$ cat config.mk
export PLATFORM = sky130hd
export DESIGN_NAME = multi_channel_clk_divider
export DESIGN_NICKNAME = d
export VERILOG_FILES = /design/src/rtl/multi_channel_clk_divider.sv
export SDC_FILE = /design/constraint.sdc
export NUM_CORES = 1
export LEC_CHECK = 0
export BUFFER_PORTS_ARGS = -buffer_cell sky130_fd_sc_hd__buf_2
export CAP_MARGIN = 20
export CELL_PAD_IN_SITES_DETAIL_PLACEMENT = 1
export CELL_PAD_IN_SITES_GLOBAL_PLACEMENT = 1
export CORE_MARGIN = 1.5
export CORE_UTILIZATION = 42
export CTS_CLUSTER_DIAMETER = 40
export DETAILED_ROUTE_END_ITERATION = 7
export GPL_TIMING_DRIVEN = 0
export PLACE_DENSITY = 0.88
export RECOVER_POWER = 25
export REMOVE_ABC_BUFFERS = 1
export SLEW_MARGIN = 0
export SYNTH_ARGS = -nofsm -noshare
export SYNTH_HDL_FRONTEND = slang
export SYNTH_SLANG_ARGS = --single-unit
$ cat constraint.sdc
create_clock -name clk -period 5.1 [get_ports clk]
set_input_delay 0.51 -clock clk [delete_from_list [all_inputs] [get_ports clk]]
set_output_delay 0.51 -clock clk [all_outputs]
set_load 0.05 [all_outputs]
$ cat src/rtl/multi_channel_clk_divider.sv
// NUM_CH independent programmable clock dividers (off / square / pulse / PWM)
// with a per-channel phase-offset handshake, global restart and wrap strobes.
module multi_channel_clk_divider #(
    parameter  int NUM_CH = 4,
    parameter  int CNT_W  = 30,
    localparam int SEL_W  = (NUM_CH > 1) ? $clog2(NUM_CH) : 1
) (
    input  logic                    clk,
    input  logic                    rst,
    input  logic [2*NUM_CH-1:0]     ch_mode,
    input  logic [CNT_W*NUM_CH-1:0] ch_modulus,
    input  logic [CNT_W*NUM_CH-1:0] ch_high_count,
    input  logic                    sync_restart,
    input  logic [CNT_W-1:0]        phase_value,
    input  logic [SEL_W-1:0]        phase_ch_sel,
    input  logic                    phase_valid,
    output logic                    phase_ready,
    output logic [NUM_CH-1:0]       data_output,
    output logic [NUM_CH-1:0]       wrap_strobe
);

    logic [NUM_CH-1:0] pend;
    logic [NUM_CH-1:0] take;

    // An out-of-range selector never matches a channel, so it is never ready.
    always_comb begin
        phase_ready = 1'b0;
        for (int k = 0; k < NUM_CH; k++) begin
            if (phase_ch_sel == SEL_W'(k)) begin
                phase_ready = !pend[k];
            end
        end
    end

    for (genvar k = 0; k < NUM_CH; k++) begin : g_ch
        logic [1:0]       mode;
        logic [CNT_W-1:0] modulus;
        logic [CNT_W-1:0] high_count;
        logic [CNT_W-1:0] cnt;
        logic [CNT_W-1:0] cnt_n;
        logic [CNT_W-1:0] pval;
        logic [CNT_W-1:0] pval_n;
        logic             tog;
        logic             tog_n;
        logic             pend_q;
        logic             pend_n;
        logic             reload;
        logic             out_n;
        logic             out_q;
        logic             reload_q;
        logic             dout_q;
        logic             wrap_q;

        assign mode        = ch_mode[2*k +: 2];
        assign modulus     = ch_modulus[CNT_W*k +: CNT_W];
        assign high_count  = ch_high_count[CNT_W*k +: CNT_W];
        assign take[k]     = phase_valid && phase_ready && (phase_ch_sel == SEL_W'(k));
        assign pend[k]     = pend_q;
        assign data_output[k] = dout_q;
        assign wrap_strobe[k] = wrap_q;

        // A transfer coinciding with a reload is stored after the reload consumes the old offset.
        always_comb begin
            cnt_n  = cnt;
            tog_n  = tog;
            pend_n = pend_q;
            pval_n = pval;
            reload = 1'b0;
            out_n  = 1'b0;
            if (mode == 2'b00) begin
                cnt_n  = '0;
                tog_n  = 1'b0;
                pend_n = 1'b0;
            end else begin
                if (sync_restart) begin
                    cnt_n = '0;
                    tog_n = 1'b0;
                end else if (cnt < modulus) begin
                    cnt_n = cnt + 1'b1;
                end else begin
                    reload = 1'b1;
                    cnt_n  = pend_q ? pval : '0;
                    pend_n = 1'b0;
                end
                if (take[k]) begin
                    pend_n = 1'b1;
                    pval_n = phase_value;
                end
                if (mode == 2'b01 && reload) begin
                    tog_n = ~tog;
                end
                if (!sync_restart) begin
                    case (mode)
                        2'b01:   out_n = tog_n;
                        2'b10:   out_n = reload;
                        2'b11:   out_n = (cnt_n < high_count);
                        default: out_n = 1'b0;
                    endcase
                end
            end
        end

        always_ff @(posedge clk) begin
            if (rst) begin
                cnt      <= '0;
                tog      <= 1'b0;
                pend_q   <= 1'b0;
                pval     <= '0;
                out_q    <= 1'b0;
                reload_q <= 1'b0;
                dout_q   <= 1'b0;
                wrap_q   <= 1'b0;
            end else begin
                cnt      <= cnt_n;
                tog      <= tog_n;
                pend_q   <= pend_n;
                pval     <= pval_n;
                out_q    <= out_n;
                reload_q <= reload;
                dout_q   <= out_q;
                wrap_q   <= reload_q;
            end
        end
    end

endmodule
==> results summary, run 1 <==
The flow ran to the end, but the final reports show violations. The checks that failed: max-capacitance violations, max-slew violations. In this run the worst path has a maximum fanout of 26. The hold buffer count at CTS came out at 0.

The power after layout is 5340 uW. STA classifies the critical path startpoint as a flop. The arrival time of the worst setup path is 5320 ps. The time the final worst path needs with I/O delays and setup came out at 4910 ps. The leftover overflow at the end of global routing is 0. Using the TritonRoute via totals, the vias-per-cell ratio works out to about 5.5. Before CTS, the worst setup slack after placement is -780 ps. The number of max-cap violations came out at 1.

Adding up every negative setup slack in the final design gives 0 ps. The total number of placement rows came out at 75. Of the cells placed in the final design, the portion with a size suffix greater than 1 is 15.3%.

The slew of the pin with the lowest slew margin is 3370 ps. The maximum vdd ir drop is about 0.00020 V. On the critical path the largest part of the delay comes from compound AO/OA/AOI/OAI gates. Yosys mapped a number of flops with a built-in enable equal to 0. The number of buffers inserted during clock tree synthesis is 40. The number of max-slew violations in the final report is 71. The count of inserted antenna diode cells came out at 0. The overall die width is 211 um. The post-synthesis instance area came out at 18200 um^2. Across every metal layer, demand over resource in global routing totals 28.9%.

In the finished design, the share of the clock period the worst path needs comes to 96.3%. The first global-routing pass estimated 102000 um of wire. The cell with the most instances after synthesis is sky130_fd_sc_hd__nand2_1. Clock skew on the completed layout was measured at 12.2 ps. The slowest stage of the critical path belongs to the cell sky130_fd_sc_hd__or3_4. The path class of the tightest hold or removal check is in2reg. Once detail routing completed, the nets flagged for antenna violations numbered 0. The signal on the critical path passes through ha_1 -> a21oi_1 -> o21ai_0 -> a2111oi_2 -> a2111oi_1 -> or3_4 -> and3_2 -> a2bb2oi_1 -> inv_1 -> ha_1 -> nand4_1 -> nor4_4 -> nand2_1 -> a211oi_1 -> o21ai_1 -> a22o_1. The power per cell area came out at roughly 250 nW/um^2. After detailed routing, the number of remaining DRC violations is 0.

TritonCTS built the clock tree. Measured against its own limit, the worst slew margin works out to -124%. The clock transition at the registers of the reported paths came out at ~60 ps. The routed length per placed instance came out at approximately 20 um. The area growth from synthesis to final layout came out at 18.4%.

The area of the die is 44500 um^2. The CTS H-tree depth is 2. CTS saw 264 sinks. The layout filler cell count came out at 5411. The tightest hold path in the finished design has a slack of 314 ps. The post-synthesis cell count is 2453. The number of optimization iterations in the first detailed-route pass is 5. By count the netlist is led by sky130_fd_sc_hd__nand2_1 (466), sky130_fd_sc_hd__dfxtp_1 (264), sky130_fd_sc_hd__inv_1 (259).

The post-synthesis sequential element count is about 260. The final instance count without filler cells is 3307. Of the synthesized area, sequential elements account for 29.1%. The later-pin clock latency in the skew report is between 500 and 600 ps.

The count of different cell masters after synthesis is 74. The HPWL reported at the end of detailed placement came out at 48700 um. The library cell with the largest summed area after synthesis is sky130_fd_sc_hd__dfxtp_1.

The worst path meets setup with 187 ps of slack. The final weighted congestion of routability-driven global placement is 0.925. The share of flip-flops with an asynchronous set or reset came out at 0%. Among all flip-flop cells after synthesis, the most frequent one is sky130_fd_sc_hd__dfxtp_1. By area the synthesized netlist is led by sky130_fd_sc_hd__dfxtp_1 (29%), sky130_fd_sc_hd__ha_1 (16%), sky130_fd_sc_hd__nand2_1 (9.6%). The post-synthesis average cell area came out at 7.40 um^2.

Among the stages of the critical path, the cell type that occurs most often is sky130_fd_sc_hd__ha_1. The number of hold-slack violations in the final timing report is 0. The count of input and output buffers is 292. The delay of the slowest cell on the worst path is about 560 ps. Counting tap cells, the placed design contains a total of roughly 3200 instances. STA classifies the critical path endpoint as a flop. The maximum number of pins on one net before global-route repair came out at 72. The critical path buffer and inverter count came out at 1. The setup violation total in the final timing report came out at 0. In this run the biggest area consumer among cell types represents 29.1% of the synthesized area. The number of global-route vias before repair is 19300. Setup repair after global routing could not meet its margin everywhere. The initial core utilization is 42.9%. For this run, the top clock speed supported by timing is 204 MHz. At the worst endpoint, the required time is 5510 ps. The number of buffers on the longest clock path came out at 3.

During synthesis, Yosys emitted a total of 0 warnings. The number of top-level pins came out at 293. The setup path with the least slack is of type reg2reg. The core region is 42300 um^2. The aggregate routed wire length came out at 65200 um. The die outline height is 211 um.

For this run, the post-layout net count is 3220. The total via count in the routed design came out at 18300. The number of antenna violations at the first check in global routing came to 1. The leakage power of the design is 0.0103 uW. The cell sitting at the root of the clock tree is a sky130_fd_sc_hd__clkbuf_16. The starting DRC count in detailed routing is approximately 1000.
power by group:
part / internal [uW] / switching (uW)
clock network: 1580 / 1120
logic: 190 / 322
registers: 2100 / 28.3
total: 3870 / 1470
layout make-up:
| cell class | instances | area [um^2] | share of cell area [%] |
|---|---|---|---|
| clock buffer | 44 | 1050 | 4.87 |
| clock inverter | 28 | 272 | 1.26 |
| inverter | 260 | 976 | 4.54 |
| multi-input combinational | 1825 | 11500 | 53.6 |
| sequential | 264 | 5290 | 24.6 |
| tap | 577 | 722 | 3.36 |
| timing repair buffer | 309 | 1680 | 7.80 |
path summary, 6_finish.rpt:
kind | start | endpoint | slack (ps) | depth (start not counted)
setup / recovery | g_ch[0].cnt[9] | g_ch[0].out_q | 190 | 16
hold / removal | ch_mode[7] | g_ch[3].out_q | 310 | 2
setup reg to reg | g_ch[0].cnt[9] | g_ch[0].out_q | 190 | 16
hold reg to reg | g_ch[2].reload_q | g_ch[2].wrap_q | 450 | 1
worst reg2reg max path: stages (launching register included):
cell                        delay, ps
sky130_fd_sc_hd__dfxtp_1          410
sky130_fd_sc_hd__ha_1             290
sky130_fd_sc_hd__a21oi_1          180
sky130_fd_sc_hd__o21ai_0          160
sky130_fd_sc_hd__a2111oi_2        410
sky130_fd_sc_hd__a2111oi_1        190
sky130_fd_sc_hd__or3_4            560
sky130_fd_sc_hd__and3_2           390
sky130_fd_sc_hd__a2bb2oi_1        240
sky130_fd_sc_hd__inv_1            110
sky130_fd_sc_hd__ha_1             320
sky130_fd_sc_hd__nand4_1          210
sky130_fd_sc_hd__nor4_4           420
sky130_fd_sc_hd__nand2_1          160
sky130_fd_sc_hd__a211oi_1         230
sky130_fd_sc_hd__o21ai_1          220
sky130_fd_sc_hd__a22o_1           310
flip-flops by register name, summed over array words and instances (netlist names):
register / count
g_ch.cnt: 120
g_ch.pval: 120
g_ch.dout_q: 4
g_ch.out_q: 4
g_ch.pend_q: 4
g_ch.reload_q: 4
g_ch.tog: 4
g_ch.wrap_q: 4
metal layers:
| layer | share of wire [%] | routed length (um) | vias up | global-route usage (%) |
|---|---|---|---|---|
| met5 | 0.020 | 13 | - | 0 |
| met2 | 50 | 32300 | 524 | 51.4 |
| met4 | 3.6 | 2370 | 2 | 11.1 |
| met3 | 4.5 | 2940 | 151 | 3.54 |
| li1 | - | - | 8783 | - |
| met1 | 42 | 27600 | 8847 | 35.4 |
repair_timing:
item                       in CTS  in global routing
setup endpoints to repair       3                  4
gates resized for setup         6                  5
gates cloned                    2                  3
setup buffers                   4                  2
pin swaps                       3                  4
logic make-up after synthesis:
| logic type | count (synthesis) | synth area share [%] |
|---|---|---|
| adder cells (fa/ha/maj) | 236 | 16.3 |
| AND/OR/NAND/NOR | 999 | 25.4 |
| multiplexers | 13 | 0.813 |
| flip-flops | 264 | 29.1 |
| XOR/XNOR | 115 | 5.55 |
| AO/OA/AOI/OAI | 457 | 14.8 |
| buffers and inverters | 369 | 8.16 |
layout by cell type (no fill, tap or decap), types with 6 or more instances in the layout:
cell type / n
sky130_fd_sc_hd__or2_2: 7
sky130_fd_sc_hd__nor4_1: 6
sky130_fd_sc_hd__o211ai_1: 9
sky130_fd_sc_hd__xor2_1: 54
sky130_fd_sc_hd__and2_1: 13
sky130_fd_sc_hd__o21a_1: 19
sky130_fd_sc_hd__nor2b_1: 23
sky130_fd_sc_hd__a31oi_1: 37
sky130_fd_sc_hd__buf_4: 12
sky130_fd_sc_hd__buf_2: 282
sky130_fd_sc_hd__a21o_1: 33
sky130_fd_sc_hd__mux2i_1: 8
sky130_fd_sc_hd__clkinv_4: 9
sky130_fd_sc_hd__clkbuf_16: 41
sky130_fd_sc_hd__nand4_1: 58
sky130_fd_sc_hd__a21oi_1: 257
sky130_fd_sc_hd__nand2b_1: 21
sky130_fd_sc_hd__clkbuf_1: 11
sky130_fd_sc_hd__inv_1: 259
sky130_fd_sc_hd__nor2_1: 190
sky130_fd_sc_hd__xnor2_1: 61
sky130_fd_sc_hd__dfxtp_1: 264
sky130_fd_sc_hd__o21ai_0: 50
sky130_fd_sc_hd__ha_1: 236
sky130_fd_sc_hd__or3_1: 20
sky130_fd_sc_hd__nand3_1: 75
sky130_fd_sc_hd__nand2_1: 466
sky130_fd_sc_hd__and4_1: 12
sky130_fd_sc_hd__a211o_1: 6
sky130_fd_sc_hd__and3_1: 15
sky130_fd_sc_hd__a211oi_1: 9
sky130_fd_sc_hd__nor3_1: 50
through the flow:
stage	instance area, um^2	utilization [%]
finish	21500	50.8
global route	21500	50.8
CTS	21400	50.7
detailed placement	20000	47.4
global placement	19800	46.9
floorplan	17700	-
(Power assumes the default switching activity.)
==> inputs of run 2 (changes only) <==
--- a/config.mk
+++ b/config.mk
@@ -5,6 +5,7 @@
 export SDC_FILE = /design/constraint.sdc
 export NUM_CORES = 1
 export LEC_CHECK = 0
+export ABC_AREA = 1
 export BUFFER_PORTS_ARGS = -buffer_cell sky130_fd_sc_hd__buf_2
 export CAP_MARGIN = 20
 export CELL_PAD_IN_SITES_DETAIL_PLACEMENT = 1
@@ -14,7 +15,7 @@
 export CTS_CLUSTER_DIAMETER = 40
 export DETAILED_ROUTE_END_ITERATION = 7
 export GPL_TIMING_DRIVEN = 0
-export PLACE_DENSITY = 0.88
+export PLACE_DENSITY = 0.89
 export RECOVER_POWER = 25
 export REMOVE_ABC_BUFFERS = 1
 export SLEW_MARGIN = 0
==> results summary, run 2 <==
The flow ran to the end, but the final reports show violations. The final reports fail on max-capacitance violations, max-slew violations. By count the netlist is led by sky130_fd_sc_hd__inv_1 (553), sky130_fd_sc_hd__nand2_1 (423), sky130_fd_sc_hd__a21oi_1 (324). The type of element capturing the critical path is a flop. The cell sitting at the root of the clock tree is a sky130_fd_sc_hd__clkbuf_16. The wire length of the first global-routing pass is 112000 um. The required time of the worst setup path came out at 5570 ps. The layout filler cell count came out at ~6000. Dividing the detail-routed wire length by the instance count gives 18.9 um. The total area inside the core boundary comes to 45300 um^2. CTS built an H-tree with a depth of 2. The footprint of the multi-input gates is 11400 um^2.

The die outline height came out at 217 um. The highest-delay cell along the critical path is sky130_fd_sc_hd__nand2_2. The post-synthesis average cell area is ~6.8 um^2. Setup repair after global routing left no endpoint under its margin. Across all setup checks in the final design, the least slack found is 389 ps.

The number of max-cap violations is 2. For this run, the top clock speed supported by timing is 212 MHz. The number of hold-slack violations in the final timing report came out at 0. The maximum vdd ir drop is 0.000215 V. The layer flagged by global routing as most heavily used is met2. The HPWL reported at the end of detailed placement is between 50000 and 60000 um. The leftover overflow at the end of global routing came out at 0. For this run, global-route usage on met3 was measured as 4.63%. The final weighted congestion of routability-driven global placement came out at 0.893.

The largest registers in the layout are g_ch.cnt (120), g_ch.pval (120). The share of flip-flops with an asynchronous set or reset came out at 0%. The final instance count without filler cells came out at 3730. The share of the yosys chip area belonging to registers came out at a little over a quarter. After detailed routing, the number of remaining DRC violations is 0. The post-synthesis sequential element count is 264. The post-synthesis instance area came out at 19200 um^2. The tightest hold path in the finished design has a slack of 261 ps. The signal on the critical path passes through ha_1 -> nand2_1 -> nor2_1 -> nand3_1 -> nor4_1 -> nand2_1 -> nand2_2 -> inv_4 -> a21oi_1 -> nor3_1 -> ha_1 -> nand4_1 -> nor4_1 -> inv_1 -> nor4_1 -> nand2_1 -> nand2_1 -> nand2_1 -> nand2_1 -> nand2_1. The post-synthesis cell count is 2842. The count of input and output buffers is around 300. The number of setup buffers added after CTS came out at 0. During synthesis, Yosys emitted a total of 0 warnings. The total area of sequential cells came out at between 5000 and 6000 um^2. For this run, the total global-route usage over all layers was measured as 29.8%. Entering global routing, the biggest net connects 127 pins. The TritonCTS clock tree is done. The number of optimization iterations in the first detailed-route pass came out at 5. At the pin with the least slew margin, the transition time is between 1500 and 2000 ps.

The time the final worst path needs with I/O delays and setup came out at 4710 ps. The number of antenna violations at the first check in global routing was 8. The power after layout came out at 6040 uW. The count of different cell masters after synthesis came out at 57. The met1 demand-to-capacity share in global routing came out at 35.6%.

The arrival time of the worst setup path came out at 5190 ps. The final net count came out at 3605. The setup violation total in the final timing report came out at 0. The area growth from synthesis to final layout is 18.9%. Counting tap cells, the placed design contains a total of 3635 instances.

The later-pin clock latency in the skew report came out at 580 ps. The global-route track usage on met2 is 53.6%. The number of global-route vias before repair came to 21600. The largest fanout on the critical path came out at 35.

Of the cells placed in the final design, the portion with a size suffix greater than 1 is 15.4%. The power per cell area is 264 nW/um^2. The max-slew headroom at the worst pin is -15.5%. The prevailing post-synth register cell is sky130_fd_sc_hd__dfxtp_1. Leaving out fill and tap cells, the most frequent cell in the layout is sky130_fd_sc_hd__inv_1. The residual antenna-violating net count after detailed routing is 0. The area share of the leading cell type in the synthesized netlist came out at 27.5%. The classification of the worst setup path is reg2reg.

The delay of the slowest cell on the worst path is 490 ps. The leakage power of the design came out at roughly 0.011 uW. The dominant cell type by count on the critical path is sky130_fd_sc_hd__nand2_1. The most common cell in the synthesized netlist is sky130_fd_sc_hd__inv_1. The number of flops mapped to enable cells by yosys came out at 0.

The starting DRC count in detailed routing is 1052. Tracing the worst setup path back leads to its startpoint at g_ch[0].cnt[27]. The post-route clock period utilization came out at 92.4%. The area of the die came out at 47100 um^2. The startpoint identified for the worst register-to-register timing path is g_ch[0].cnt[27]. The clock transition at the registers of the reported paths is 60 ps. The worst slack at placement is -1210 ps. The number of buffers inserted during clock tree synthesis is 47.

STA classifies the critical path startpoint as a flop. The worst-case clock skew came out at ~23 ps. The largest total area in the synthesized netlist belongs to sky130_fd_sc_hd__dfxtp_1. For this configuration, the core starts out at a cell density of 42.5%. The overall die width is 217 um.

The number of vias per cell after detailed routing came out at between 5 and 6. The beginning of the worst hold path is ch_mode[0]. The number of buffers on the longest clock path came out at 3.

Ranked by total cell area, the synthesized netlist is headed by sky130_fd_sc_hd__dfxtp_1 (27%), sky130_fd_sc_hd__ha_1 (15%), sky130_fd_sc_hd__inv_1 (11%). The top cell types in the final layout, fill and taps aside, are sky130_fd_sc_hd__inv_1 (552), sky130_fd_sc_hd__nand2_1 (420), sky130_fd_sc_hd__a21oi_1 (324), sky130_fd_sc_hd__buf_2 (283), sky130_fd_sc_hd__dfxtp_1 (264). The classification of the worst-slack hold path is in2reg.

The number of max-slew violations in the final report is 94. The total clock sinks is between 200 and 300. The number of top-level pins is 293.

The total via count in the routed design came out at 20200. The aggregate routed wire length is 70500 um. The total number of placement rows came out at 78.
[run 2: per-stage QoR]
stage | cell area [um^2] | TNS [ps] | utilization (%)
6_report | 22900 | 0 | 50.5
5_1_grt | 22900 | 0 | 50.5
4_1_cts | 22900 | 0 | 50.7
3_5_place_dp | 21200 | -2240 | 46.9
3_3_place_gp | 21000 | -166990 | 46.4
2_1_floorplan | 18800 | 0 | -
[run 2: area by class of cell]
| cell class | instances | share of cell area, % |
|---|---|---|
| diodes | 7 | 0.0766 |
| clock buffers | 53 | 5.51 |
| clock inverters | 34 | 1.87 |
| inverters | 568 | 9.37 |
| multi-input cells | 1900 | 49.7 |
| flip-flops and latches | 264 | 23.1 |
| well taps | 600 | 3.28 |
| repair buffers | 303 | 7.07 |
| repair inverters | 1 | 0.0219 |
[run 2: path summary, 6_finish.rpt]
path	end	slack (ps)	cells after the start
max reg2reg	g_ch[0].out_q	390	20
max	g_ch[0].out_q	390	20
min reg2reg	g_ch[2].wrap_q	410	2
min	g_ch[0].out_q	260	4
[run 2: what timing repair did]
item | in CTS | in global routing
endpoints found under the hold margin | 0 | 0
endpoints found under the setup margin | 3 | 2
hold buffers | 0 | 0
gates resized for setup | 7 | 2
cloned | 1 | 0
[run 2: logic make-up (layout without fill, tap and decap cells)]
| group | count (synthesis) | in the layout | share of synthesized area [%] |
|---|---|---|---|
| compound gates | 577 | 577 | 16.2 |
| other cells | 0 | 7 | 0 |
| fa+ha+maj | 236 | 236 | 15.3 |
| buf+inv | 678 | 959 | 13.5 |
| simple gates | 1040 | 1040 | 25.3 |
| xor+xnor | 47 | 47 | 2.14 |
| flops | 264 | 264 | 27.5 |
[run 2: worst max-delay path: cells and delay by family, from the launching register on]
family,cells,cell delay [ps]
compound gates,1,400
fa+ha+maj,2,660
buf+inv,2,380
flops,1,360
simple gates,15,2800
[run 2: per-layer routing]
layer  share of wire [%]  vias to the layer above
met4                 3.1                        2
met1                  42                     9722
met3                 5.1                      151
met5              0.0099                        -
li1                    -                     9832
met2                  50                      508
[run 2: where the power goes]
part / total, uW / internal, uW / leakage [uW] / switching (uW)
registers: 2140 / 2110 / 0.00214 / 31.6
clock network: 3350 / 2160 / 0.000809 / 1190
logic: 549 / 196 / 0.00828 / 353
total: 6040 / 4460 / 0.0112 / 1580
